===== src/rtl/bind_assertion_pkg.sv =====
// Shared defaults and helpers for the bind_assertion_grant request/grant responder.
package bind_assertion_pkg;

    localparam int DEFAULT_CNT_W       = 16;
    localparam int DEFAULT_MAX_REQ_LEN = 1;

    // Callers widen to 32 bits and cast back, so one function serves every counter width.
    function automatic logic [31:0] sat_inc(input logic [31:0] value, input logic [31:0] max_value);
        return (value >= max_value) ? max_value : value + 32'd1;
    endfunction

endpackage


===== src/rtl/bind_assertion_grant_req_monitor.sv =====
// Protocol monitor: tracks request run length, flags over-long requests and
// keeps saturating counts of accepted requests and violations.
module req_monitor
    import bind_assertion_pkg::*;
#(
    parameter int MAX_REQ_LEN = DEFAULT_MAX_REQ_LEN,
    parameter int CNT_W       = DEFAULT_CNT_W
) (
    input  logic             clk,
    input  logic             reset,
    input  logic             req,
    output logic             proto_err,
    output logic [CNT_W-1:0] req_cnt,
    output logic [CNT_W-1:0] err_cnt
);

    if (MAX_REQ_LEN < 1) begin : g_bad_max_req_len
        $error("MAX_REQ_LEN must be at least 1");
    end
    if (CNT_W < 1 || CNT_W > 32) begin : g_bad_cnt_w
        $error("CNT_W must be in the range 1..32");
    end

    localparam int          RUN_W   = $clog2(MAX_REQ_LEN + 2);
    localparam logic [31:0] LIMIT   = 32'(MAX_REQ_LEN);
    localparam logic [31:0] RUN_MAX = 32'(MAX_REQ_LEN + 1);
    localparam logic [31:0] CNT_MAX = 32'((64'd1 << CNT_W) - 64'd1);

    logic             prev_req;
    logic [RUN_W-1:0] run;
    logic [RUN_W-1:0] run_next;
    logic             violation;

    // Violation only on the sample that takes run past the limit, so one pulse per request.
    always_comb begin
        run_next  = req ? RUN_W'(sat_inc(32'(run), RUN_MAX)) : '0;
        violation = (32'(run_next) > LIMIT) && (32'(run) <= LIMIT);
    end

    // NOTE: every flop here uses <= so all of them update from the same pre-edge values.
    always_ff @(posedge clk or posedge reset) begin
        if (reset) begin
            prev_req  <= 1'b0;
            run       <= '0;
            proto_err <= 1'b0;
            req_cnt   <= '0;
            err_cnt   <= '0;
        end else begin
            prev_req  <= req;
            run       <= run_next;
            proto_err <= violation;
            if (req && !prev_req) begin
                req_cnt <= CNT_W'(sat_inc(32'(req_cnt), CNT_MAX));
            end
            if (violation) begin
                err_cnt <= CNT_W'(sat_inc(32'(err_cnt), CNT_MAX));
            end
        end
    end

endmodule


===== config.mk =====
export PLATFORM = sky130hd
export DESIGN_NAME = req_monitor
export DESIGN_NICKNAME = d
export VERILOG_FILES = /design/src/rtl/bind_assertion_pkg.sv /design/src/rtl/bind_assertion_grant_req_monitor.sv
export SDC_FILE = /design/constraint.sdc
export NUM_CORES = 1
export LEC_CHECK = 0
export CELL_PAD_IN_SITES_DETAIL_PLACEMENT = 1
export CELL_PAD_IN_SITES_GLOBAL_PLACEMENT = 1
export CORE_ASPECT_RATIO = 0.75
export CORE_UTILIZATION = 41
export DETAILED_ROUTE_END_ITERATION = 6
export HOLD_SLACK_MARGIN = 0.02
export PLACE_DENSITY_LB_ADDON = 0.12
export SLEW_MARGIN = 20
export SYNTH_ARGS = -nofsm -noshare
export SYNTH_HDL_FRONTEND = slang
export SYNTH_SLANG_ARGS = --single-unit

===== constraint.sdc =====
create_clock -name clk -period 4.1 [get_ports clk]
set_input_delay 1.025 -clock clk [delete_from_list [all_inputs] [get_ports clk]]
set_output_delay 1.025 -clock clk [all_outputs]
set_load 0.1 [all_outputs]

==> results.md <==
- Drt initial violations: 66
- Die width: approximately 78 µm
- CTS tree: done
- Initial antenna violation count: 0
- Global-route wire length before repair: between 8000 and 9000 µm
- CP Capture Type: output pin
- Die height: 58.7 µm
- Most common cell in the netlist: dfrtp_1
- Synth top area cells: dfrtp_1 (51%), nand2_1 (5.8%), xnor2_1 (5.5%), nand3_1 (3.4%), nand4_1 (3.2%)
- PwrDens: approximately 620 nW/µm²
- Clock Power Share: around a fifth
- Worst-path cell chain: clkdlybuf4s50_1
- Routed wire length per instance: ~17 µm
- Synth Instances: between 150 and 200
- Warnings, synthesis: 0
- Cts bufs inserted: 5
- Fin. Hold Viols: 0
- Cell row count: 20
- Max-cap violations: 0
- Post-synth top cells: dfrtp_1 (36), nand2_1 (27), nor2_1 (14), nand3_1 (12), xnor2_1 (11)
- EDFF count, synth: 0
- Fill count: between 400 and 500
- Min Tclk post-route: 3010 ps
- Final Skew: between 3 and 4 ps
- Gr ovfl total: 0
- TritonRoute pass-1 iters: 4
- Post-detail-place hpwl: about 3500 µm
- CP arrival: between 1500 and 2000 ps
- Hold_ws: between 400 and 500 ps
- LEAKAGE: approximately 0.96 nW
- FMAX: between 300 and 400 MHz
- CTS sink cnt: 36
- Worst path max stage delay: approximately 1200 ps
- Syn Std Cell Area: ~1800 µm²
- CP startpoint kind: register
- Cts repair resizes: 0
- Largest net degree at the start of global routing: 37
- Worst vdd ir: 0.504 mV
- Hold Buf Count CTS: 0
- Tightest Pin Transition: 986 ps
- Root Buffer: clkbuf_8
- Antenna viol nets, final: 0
- Top-area cell type share of the netlist area: roughly half
- Combinational share of power: ~45%
- Crit-path max FO: 8
- Switching power: between 700 and 800 µW
- Post-synth cell types: 34
- Final nets: 230
- Placer Congestion: 0.824
- Clk_lat worst skew: about 300 ps
- Vias: 1,556
- Drt drc: 0
- Sw frac: 51.2%
- Most used DFF post-synth: dfrtp_1
- # IOs: 36
- #FFs+latches synth: 36
- Area of the die: around 4600 µm²
- CP required: slightly above 3000 ps
- RSZ-0062 raised after global routing: false
- P_int: 686 µW
- Syn Nets: ~190
- Final period util: between 70% and 80%
- Setup TNS: 0 ps
- Setup Viol. Count Final: 0
- Gr usage total: ~24%
- Final Slew Violations: 0
- Total wire length: just under 5000 µm
- Vias/cell: between 5 and 6
- Vias in the first global route: between 1,500 and 2,000
- Rel. slew slack: approximately 34%
- Mean Syn Cell Area: roughly 9.7 µm²
- Initial Util: a little over two fifths
- Sequential share of the synthesized area: roughly half
- Register share of total power: roughly 36%
- H-tree Lvls: 2
- Area leader, netlist: dfrtp_1
- Syn-to-layout area delta: 29.4%
- PortBufs: 35
- CP top delay family: buffers and inverters
- Slowest-stage cell, CP: clkdlybuf4s50_1
- # Post-CTS Setup Buffers: 0
- Worst hold path type: register to register
- Setup Crit Path Kind: register to output pin
- Antenna cells: 0
- Core ar.: 4080 µm²
- Worst path bufs/invs: 1
- Layout cell share with drive strength beyond 1: between 4 and 5%
- Clock-pin transition on the worst setup and hold timing paths: approximately 70 ps
- Outcome: finished, final reports clean
- Clock buffer depth: 2
- Post-synth ARST share: 100%
through the flow:
stage          instances  cell area, µm²  total power [mW]  util (%)  setup slack, ps
6_report             281            2280              1.41      55.8             1090
5_1_grt              281            2280              1.47      55.8             1020
4_1_cts              281            2280              1.42      55.8             1080
3_5_place_dp         273            2190              1.15      53.6             1120
3_3_place_gp         273            2190              1.13      53.6             1220
2_1_floorplan        182            1760             0.980         -             1770
cell usage in the layout (no fill, tap or decap), types with 2 or more instances in the layout:
| cell | Yosys | layout |
|---|---|---|
| and3_1 | 2 | 2 |
| nand2_1 | 27 | 27 |
| clkdlybuf4s50_1 | 0 | 35 |
| nor2_1 | 14 | 14 |
| o31ai_1 | 2 | 2 |
| a31oi_1 | 5 | 5 |
| o21ai_0 | 2 | 2 |
| xnor2_1 | 11 | 11 |
| clkbuf_1 | 0 | 2 |
| mux2_2 | 2 | 2 |
| or4_1 | 2 | 2 |
| and4_1 | 2 | 2 |
| xor2_1 | 2 | 2 |
| nor4_1 | 7 | 7 |
| dfrtp_1 | 36 | 36 |
| o21a_1 | 2 | 2 |
| a21oi_1 | 10 | 10 |
| ha_1 | 2 | 2 |
| nand4b_1 | 3 | 3 |
| nor3_1 | 9 | 9 |
| nand4_1 | 9 | 9 |
| nand3_1 | 12 | 12 |
| clkbuf_8 | 0 | 6 |
| inv_1 | 8 | 8 |
worst register-to-register path, stage by stage (launching register included):
cell and delay (ps):
dfrtp_1 460, nand4_4 200, nor4_1 650, nand3_1 490, nand3_1 220
cell type report:
class	instances	area, µm²	share of cell area, %
multi-input combinational	137	826	36.3
tap	55	68.8	3.02
inverter	9	33.8	1.48
clock buffer	8	90.1	3.96
sequential	36	901	39.6
timing repair buffer	36	358	15.7
sequential cells by signal, indices dropped and copies added (netlist names):
signal and cells:
proto_err 1, prev_req 1, err_cnt 16, run 2, req_cnt 16
power groups by stage:
stage,Sequential (mW),Combinational (mW),Clock (mW)
after floorplan,0.872,0.108,0
after global placement,0.504,0.622,0
after detailed placement,0.511,0.637,0
after CTS,0.505,0.639,0.278
after global routing,0.518,0.662,0.287
final,0.505,0.634,0.268
metal layers:
layer | track usage, % | up-vias | wire [µm]
met5 | 0 | - | 0
met1 | 34.5 | 763 | 2390
met2 | 36.4 | 33 | 2130
met3 | 4.19 | 8 | 180
li1 | - | 752 | -
met4 | 11.3 | 0 | 101
worst paths after layout:
kind	slack [ps]	endpoint	cells past startpoint	from
max in group asynchronous	2640	err_cnt[9]	3	reset
hold reg to reg	500	run[0]	1	run[1]
hold / removal	500	run[0]	1	run[1]
setup / recovery	1090	req_cnt[9]	1	req_cnt[9]
min in group asynchronous	1140	err_cnt[4]	3	reset
setup reg to reg	2020	err_cnt[1]	4	err_cnt[3]
kinds of logic (layout without fill, tap and decap cells):
kind of cell / after synthesis / after routing / share of synthesized area [%]
AO/OA/AOI/OAI: 23 / 23 / 7.82
flip-flops: 36 / 36 / 51.2
buffers and inverters: 9 / 53 / 1.92
multiplexers: 3 / 3 / 1.85
adder cells (fa/ha/maj): 2 / 2 / 1.42
AND/OR/NAND/NOR: 96 / 96 / 29.4
XOR/XNOR: 13 / 13 / 6.47
(Power assumes the default switching activity.)
